==> src/rtl/muldiv_pkg.sv <==
// Shared encodings and helpers for the iterative multiply/divide unit.
package muldiv_pkg;

  localparam logic [1:0] OP_MULT  = 2'b00;
  localparam logic [1:0] OP_MULTU = 2'b01;
  localparam logic [1:0] OP_DIV   = 2'b10;
  localparam logic [1:0] OP_DIVU  = 2'b11;

  typedef enum logic [1:0] {
    S_IDLE = 2'b00,
    S_RUN  = 2'b01,
    S_FIX  = 2'b10,
    S_DONE = 2'b11
  } state_t;

  function automatic int clog2(input int value);
    int result;
    result = 0;
    for (int i = 0; i < 31; i++) begin
      if ((1 << i) < value) result = i + 1;
    end
    return result;
  endfunction

  function automatic logic op_is_div(input logic [1:0] op);
    return op[1];
  endfunction

  function automatic logic op_is_signed(input logic [1:0] op);
    return ~op[0];
  endfunction

endpackage

==> src/rtl/muldiv_unit.sv <==
// Iterative MULT/MULTU/DIV/DIVU unit with HI/LO registers: WIDTH cycles of
// shift-add or restoring division, one sign-fix cycle, then a Done pulse.
module muldiv_unit
  import muldiv_pkg::*;
#(
  parameter int WIDTH = 32
) (
  input  logic             Clock,
  input  logic             Reset,
  input  logic             Start,
  input  logic [1:0]       Op,
  input  logic [WIDTH-1:0] OperandA,
  input  logic [WIDTH-1:0] OperandB,
  input  logic             Flush,
  input  logic             HiWrite,
  input  logic             LoWrite,
  input  logic [WIDTH-1:0] WriteData,
  output logic             Busy,
  output logic             Done,
  output logic             DivZero,
  output logic [WIDTH-1:0] Hi,
  output logic [WIDTH-1:0] Lo
);

  localparam int CW = clog2(WIDTH);
  localparam int W2 = 2 * WIDTH;

  state_t           state_q, state_d;
  logic [CW-1:0]    cnt_q, cnt_d;
  logic [W2-1:0]    acc_q, acc_d;
  logic             div_q, div_d;
  logic [WIDTH-1:0] a_raw_q, a_raw_d;
  logic [WIDTH-1:0] b_mag_q, b_mag_d;
  logic             neg_res_q, neg_res_d;
  logic             neg_rem_q, neg_rem_d;
  logic             div_zero_q, div_zero_d;
  logic [WIDTH-1:0] hi_q, hi_d;
  logic [WIDTH-1:0] lo_q, lo_d;

  // Operand conditioning for a new job: magnitudes plus result signs.
  logic             start_signed, a_neg, b_neg;
  logic [WIDTH-1:0] a_mag, b_mag;

  always_comb begin
    start_signed = op_is_signed(Op);
    a_neg        = start_signed & OperandA[WIDTH-1];
    b_neg        = start_signed & OperandB[WIDTH-1];
    a_mag        = a_neg ? -OperandA : OperandA;
    b_mag        = b_neg ? -OperandB : OperandB;
  end

  // One shared WIDTH+1-bit adder: adds the multiplicand or subtracts the divisor.
  logic [WIDTH:0] add_x, add_y, add_r;

  assign add_x = div_q ? acc_q[W2-1:WIDTH-1] : {1'b0, acc_q[W2-1:WIDTH]};
  assign add_y = div_q ? ~{1'b0, b_mag_q} : {1'b0, b_mag_q};
  assign add_r = add_x + add_y + {{WIDTH{1'b0}}, div_q};

  logic [W2-1:0] step_acc;

  always_comb begin
    step_acc = acc_q;
    if (div_q) begin
      // Negative trial difference means the divisor did not fit: keep remainder.
      if (add_r[WIDTH]) step_acc = {acc_q[W2-2:0], 1'b0};
      else              step_acc = {add_r[WIDTH-1:0], acc_q[WIDTH-2:0], 1'b1};
    end else if (acc_q[0]) begin
      step_acc = {add_r, acc_q[WIDTH-1:1]};
    end else begin
      step_acc = {1'b0, acc_q[W2-1:1]};
    end
  end

  logic [W2-1:0]    prod_fix;
  logic [WIDTH-1:0] quot_fix, rem_fix, fix_hi, fix_lo;

  always_comb begin
    prod_fix = neg_res_q ? -acc_q : acc_q;
    quot_fix = neg_res_q ? -acc_q[WIDTH-1:0] : acc_q[WIDTH-1:0];
    rem_fix  = neg_rem_q ? -acc_q[W2-1:WIDTH] : acc_q[W2-1:WIDTH];
    fix_hi   = prod_fix[W2-1:WIDTH];
    fix_lo   = prod_fix[WIDTH-1:0];
    if (div_q) begin
      if (div_zero_q) begin
        fix_hi = a_raw_q;
        fix_lo = '1;
      end else begin
        fix_hi = rem_fix;
        fix_lo = quot_fix;
      end
    end
  end

  always_comb begin
    state_d    = state_q;
    cnt_d      = cnt_q;
    acc_d      = acc_q;
    div_d      = div_q;
    a_raw_d    = a_raw_q;
    b_mag_d    = b_mag_q;
    neg_res_d  = neg_res_q;
    neg_rem_d  = neg_rem_q;
    div_zero_d = div_zero_q;
    hi_d       = hi_q;
    lo_d       = lo_q;

    unique case (state_q)
      S_IDLE: begin
        if (HiWrite) hi_d = WriteData;
        if (LoWrite) lo_d = WriteData;
        if (Start && !Flush) begin
          state_d    = S_RUN;
          cnt_d      = CW'(WIDTH - 1);
          acc_d      = {{WIDTH{1'b0}}, a_mag};
          div_d      = op_is_div(Op);
          a_raw_d    = OperandA;
          b_mag_d    = b_mag;
          neg_res_d  = a_neg ^ b_neg;
          neg_rem_d  = a_neg & op_is_div(Op);
          div_zero_d = op_is_div(Op) && (OperandB == '0);
        end
      end
      S_RUN: begin
        if (Flush) begin
          state_d = S_IDLE;
        end else begin
          acc_d = step_acc;
          cnt_d = cnt_q - CW'(1);
          if (cnt_q == '0) state_d = S_FIX;
        end
      end
      S_FIX: begin
        if (Flush) begin
          state_d = S_IDLE;
        end else begin
          state_d = S_DONE;
          hi_d    = fix_hi;
          lo_d    = fix_lo;
        end
      end
      S_DONE: state_d = S_IDLE;
      default: state_d = S_IDLE;
    endcase
  end

  always_ff @(posedge Clock) begin
    if (Reset) begin
      state_q    <= S_IDLE;
      cnt_q      <= '0;
      acc_q      <= '0;
      div_q      <= 1'b0;
      a_raw_q    <= '0;
      b_mag_q    <= '0;
      neg_res_q  <= 1'b0;
      neg_rem_q  <= 1'b0;
      div_zero_q <= 1'b0;
      hi_q       <= '0;
      lo_q       <= '0;
    end else begin
      state_q    <= state_d;
      cnt_q      <= cnt_d;
      acc_q      <= acc_d;
      div_q      <= div_d;
      a_raw_q    <= a_raw_d;
      b_mag_q    <= b_mag_d;
      neg_res_q  <= neg_res_d;
      neg_rem_q  <= neg_rem_d;
      div_zero_q <= div_zero_d;
      hi_q       <= hi_d;
      lo_q       <= lo_d;
    end
  end

  assign Busy    = (state_q == S_RUN) || (state_q == S_FIX);
  assign Done    = (state_q == S_DONE);
  assign DivZero = (state_q == S_DONE) && div_zero_q;
  assign Hi      = hi_q;
  assign Lo      = lo_q;

endmodule

==> config.mk <==
export PLATFORM = sky130hd
export DESIGN_NAME = muldiv_unit
export DESIGN_NICKNAME = d
export VERILOG_FILES = /design/src/rtl/muldiv_pkg.sv /design/src/rtl/muldiv_unit.sv
export SDC_FILE = /design/constraint.sdc
export NUM_CORES = 1
export LEC_CHECK = 0
export BUFFER_PORTS_ARGS = -buffer_cell sky130_fd_sc_hd__buf_4
export CAP_MARGIN = 20
export CORE_ASPECT_RATIO = 1.4
export CORE_MARGIN = 1
export CORE_UTILIZATION = 50
export CTS_CLUSTER_DIAMETER = 80
export DETAILED_ROUTE_END_ITERATION = 6
export GPL_ROUTABILITY_DRIVEN = 0
export PLACE_DENSITY_LB_ADDON = 0.25
export SLEW_MARGIN = 40
export SYNTH_ARGS = -nofsm -noshare
export SYNTH_HDL_FRONTEND = slang
export SYNTH_SLANG_ARGS = --single-unit
==> constraint.sdc <==
create_clock -name Clock -period 9 [get_ports Clock]
set_input_delay 1.35 -clock Clock [delete_from_list [all_inputs] [get_ports Clock]]
set_output_delay 1.35 -clock Clock [all_outputs]
set_load 0.03 [all_outputs]
-- Word-level counts from Yosys, hierarchy flattened
Index checks and enable logic that the tools add are counted.
- bits in registers: 203
- output and inout port bits: 67
- logic and storage cells: 80
- $add $sub $neg: 8
- equal/unequal tests: 9
- mux-type cells: 31
- bitwise operators: 6
- reductions and logical operators: 15
- operators with widths (kind ; count):
    32-bit 2-to-1 mux ; 12
    64-bit 2-to-1 mux ; 6
    32-bit negator ; 4
    32-bit one-hot mux with 2 select lines ; 2
    64-bit one-hot mux with 2 select lines ; 1
    33-bit 2-to-1 mux ; 2
    64-bit negator ; 1
    33-bit by 1-bit adder with 33-bit output ; 1
    33-bit adder ; 1
    32-bit NOT with 33-bit output ; 1
    32-bit logical NOT ; 1
    5-bit 2-to-1 mux ; 2
    2-bit inequality test, second input constant ; 5
    5-bit one-hot mux with 2 select lines ; 1
    3-bit AND reduction ; 3
    2-bit 2-to-1 mux ; 4
    2-bit one-hot mux with 4 select lines ; 1
    5-bit logical NOT ; 1
    5-bit by 1-bit subtractor with 5-bit output, second input constant ; 1
    2-bit == test, second input constant ; 2
    2-bit AND reduction ; 2
    2-bit nonzero test ; 2
    1-bit AND ; 3
    1-bit logical AND ; 3
    other kinds (7) ; 7

-- Longest topological paths before layout
- depth after elaboration: 8
- depth in mapped cells: 17

-- Least setup slack after synthesis
No wires, ideal clock.
- kind: register -> register
- from: register div_q
- to: register acc_q[54]
- library setup time: 130 ps
- arrival time: 4345 ps
- setup slack: 4525 ps
- cell stages (with the launch flop): 16
- path buffers: 5
- period minus slack after synthesis: 4475 ps
- cell sequence: dfxtp_1 -> clkbuf_1 -> clkbuf_1 -> clkbuf_1 -> clkbuf_1 -> xor2_1 -> fa_1 -> a211o_1 -> or4b_1 -> a31oi_2 -> a211oi_2 -> a21oi_4 -> xnor2_4 -> buf_2 -> mux2i_1 -> o211ai_1
- cells in the longest elaborated chain, start to end: 7
- elaborated cells on any way between the ends: 9
- classes of those cells: add/sub: 2; mux: 7
- RTL lines (item ; line ; source):
    from (decl) ; muldiv_unit.sv:31 ; logic div_q, div_d;
    from (signal assigned) ; muldiv_unit.sv:163 ; div_q <= div_d;
    33-bit 2-to-1 mux (on tied branches) ; muldiv_unit.sv:55, muldiv_unit.sv:56 ;
    33-bit adder ; muldiv_unit.sv:57 ; assign add_r = add_x + add_y + {{WIDTH{1'b0}}, div_q};
    33-bit by 1-bit adder with 33-bit output ; muldiv_unit.sv:57 ;
    64-bit 2-to-1 mux (on tied branches) ; muldiv_unit.sv:67, muldiv_unit.sv:65 ;
    64-bit 2-to-1 mux (*) ; muldiv_unit.sv:63 ; if (div_q) begin
    64-bit 2-to-1 mux (*) ; muldiv_unit.sv:124 ; if (Flush) begin
    64-bit one-hot mux with 2 select lines (*) ; muldiv_unit.sv:107 ; unique case (state_q)
    to (signal assigned) ; muldiv_unit.sv:150 ; acc_q <= '0;
    to (signal assigned) ; muldiv_unit.sv:162 ; acc_q <= acc_d;
    to (decl) ; muldiv_unit.sv:30 ; logic [W2-1:0] acc_q, acc_d;
Mark *: on every way between the ends. The rest lies on a longest branch, timed or not. The select of a mux whose other input is x is not followed.
A chain may end at the register's enable or synchronous reset.

-- Final worst setup path
- from: register div_q
- to: register acc_q[33]
Same word-level chain as after synthesis.

==> results.toml <==
[detailed_routing]
drt-initial-drc-count = 1581
wl_per_cell_um = 22.6
drcViolationCount = 18
num_vias = 16800
drt-pass1-iter-count = 7
routed_wirelength_um = 58100
antenna_left = 0
viasPerCell = 6.56

[yosys]
synth_edf_count = 0
synth-seq-area-share_pct = 25.5
synth.distinct_cells = 90
async_reset_ff_share_pct = 0
synthCells = 2132
avgSynthCellArea_um2 = 7.46
synth_area_um2 = 15900
syn-num-nets = 2278
synthFlopType = "dfxtp_1"
synth.ff_latch_count = 203
yosysWarnings = 0

[critical_path]
critical-path-slowest-cell = "dfxtp_4"
critPathKind = "reg2reg"
crit_path_end_kind = "flip-flop"
crit_fanout = 44
crit_arrival_ps = 5250
cp-start-kind = "flip-flop"
slowest_delay_ps = 710
worst_ep_required_time_ps = 9410
crit_chain = "buf_4, mux2_2, ha_1, a21oi_1, and2_1, o21bai_1, a211oi_2, a21oi_4, xnor2_4, buf_8, mux2i_1, o221ai_1"

[status]
run_status = "finished, violations left"
violations = "design-rule violations"

[grt]
overflow = 0
grt_pass1_wl_um = 89200
grt_max_degree = 80
antenna_found_initial = 2
grtUsageTotal_pct = 35.1
grt_pass1_vias = 15600

[clock_tree]
root_buffer = "clkbuf_16"
clkTransAtPathRegs_ps = 60
ctsHtreeMaxLevel = 1
cts.path.max_buffers = 3
cts_buffers = 23
cts_tree = "done"
cts_hold_buffers = 0
postCtsSetupBuffers = 0
worst_skew_pair.late_latency_ps = 560
cts_sinks = 203
cts_resized = 0

[placement]
port_buffers = 170
post-dp-hpwl_um = 42900

[sta]
timing.hold.ws_ps = 451
worst_pin_slew_ps = 882
timing.slew.headroom_pct = 40.5
max_freq_ghz = 0.207
rsz0062_at_grt = "no"
final-setup-viol-count = 0
timing.final.crit_share_pct = 53.8
fin_skew_ps = 22.5
fin_setup_tns_ps = 0
fin_crit_ps = 4840
drv_slew = 0
hold_viol_final = 0

[finish]
layout_common_cells = "310 x nand2_1, 202 x dfxtp_1, 202 x a21oi_1"
regArea_um2 = 4070
area_growth_pct = 12.9
utilization_pct = 58.0
n_antenna_cell = 0
multi_input_area_um2 = 11000
nFillCells = 2903
layout_commonest_cell = "nand2_1"
drive_gt1_share_pct = 14.9
nets = 2304

[die]
die_width_um = 153
start_util_pct = 51.3
fp.coreArea_um2 = 31000
ioPinCount = 171
die_y_um = 213
die-area_um2 = 32500
fp-row-count = 76

[pwr]
vdd_drop_max_mv = 0.107
power_leakage_nw = 7.00
p_per_area_nw_per_um2 = 179

[hold_path]
hold_class = "reg2reg"

[job]
cap_violations = 0
worst max-delay path: cells and delay by family (launching register included):
| kind | cells | cell delay [ps] |
|---|---|---|
| xor gates and xnor gates | 1 | 570 |
| buffers and inverters | 2 | 810 |
| DFF | 1 | 710 |
| AOI/OAI and AO/OA | 5 | 1370 |
| and+or+nand+nor | 1 | 200 |
| muxes | 2 | 610 |
| adders and majority gates | 1 | 390 |
metal layers:
metal,GRT usage (%),vias to the layer above,share of wire (%)
met5,0,-,0.038
met4,27.9,4,8.6
met3,5.18,242,7.1
met2,61.8,879,49
met1,38.0,7870,36
li1,-,7837,-
cell type report:
cell class,instances,share of cell area [%]
Multi-Input combinational cell,1704,61.4
Sequential cell,203,22.6
Timing Repair Buffer,192,8.12
Clock buffer,29,3.50
Tap cell,390,2.72
Clock inverter,13,0.954
Inverter,34,0.710
Yosys cell counts (8+ instances only):
library cell | instances | share of area, %
a31oi_1 | 23 | 0.90
o21ai_0 | 144 | 4.5
and3_1 | 14 | 0.55
xor2_1 | 98 | 5.4
ha_1 | 41 | 3.2
nor3_1 | 37 | 1.2
mux2i_1 | 64 | 4.0
nand4_1 | 14 | 0.55
buf_1 | 15 | 0.35
buf_2 | 10 | 0.31
o211ai_1 | 45 | 2.1
a211oi_1 | 41 | 1.9
inv_1 | 31 | 0.73
o2111ai_1 | 11 | 0.61
or3_1 | 30 | 1.2
mux2_2 | 34 | 2.4
xnor2_1 | 93 | 5.1
clkbuf_1 | 162 | 3.8
or4_1 | 16 | 0.75
o21bai_1 | 9 | 0.42
a21o_1 | 14 | 0.66
nand2b_1 | 12 | 0.47
a221oi_1 | 13 | 0.72
nor2_1 | 138 | 3.3
or2_2 | 14 | 0.55
o21ai_1 | 12 | 0.38
nand3_1 | 30 | 0.94
nand2_1 | 311 | 7.3
a311oi_1 | 12 | 0.66
o31ai_1 | 29 | 1.4
dfxtp_1 | 203 | 26
o221ai_1 | 37 | 2.0
o41ai_1 | 15 | 0.83
o21a_1 | 11 | 0.52
a21oi_1 | 202 | 6.4
and2_1 | 8 | 0.31
nor4_1 | 20 | 0.79
final timing paths:
kind | startpoint | to | slack [ps] | cells after the start
setup reg to reg | div_q$_SDFFE_PP0P_ | acc_q[33]$_SDFFE_PP0P_ | 4160 | 12
hold / removal | Hi[17]$_SDFFE_PP0P_ | Hi[17]$_SDFFE_PP0P_ | 450 | 2
hold reg to reg | Hi[17]$_SDFFE_PP0P_ | Hi[17]$_SDFFE_PP0P_ | 450 | 2
setup / recovery | div_q$_SDFFE_PP0P_ | acc_q[33]$_SDFFE_PP0P_ | 4160 | 12
report_power, final:
group	switching [W]	internal, W
Combinational	0.000694	0.000377
Clock	0.000424	0.000589
Sequential	0.000122	0.00100
logic make-up (layout without fill, tap and decap cells):
| kind of cell | count (synthesis) | count (layout) | share of synthesized area (%) |
|---|---|---|---|
| buffers and inverters | 225 | 268 | 5.50 |
| AOI/OAI and AO/OA | 690 | 690 | 28.3 |
| muxes | 98 | 98 | 6.43 |
| and+or+nand+nor | 682 | 682 | 20.1 |
| adders and majority gates | 42 | 42 | 3.35 |
| DFF | 203 | 203 | 25.5 |
| xor gates and xnor gates | 192 | 192 | 10.7 |
sequential cells by signal, indices dropped and copies added, names as in the netlist:
signal and flops:
Hi 32, Lo 32, a_raw_q 32, acc_q 64, b_mag_q 32, cnt_q 5
div_q 1, div_zero_q 1, neg_rem_q 1, neg_res_q 1, state_q 2
per-stage QoR:
step           setup WS (ps)  instances  cell area [um2]  power [W]
4_1_cts                 4230       2564            17900    0.00319
5_1_grt                 3890       2565            18000    0.00334
3_3_place_gp            3930       2520            17100    0.00216
2_1_floorplan           4520       2132            15900    0.00182
3_5_place_dp            4240       2522            17100    0.00219
6_report                4160       2565            18000    0.00321
Note: power is estimated with default switching activity, not from simulation.
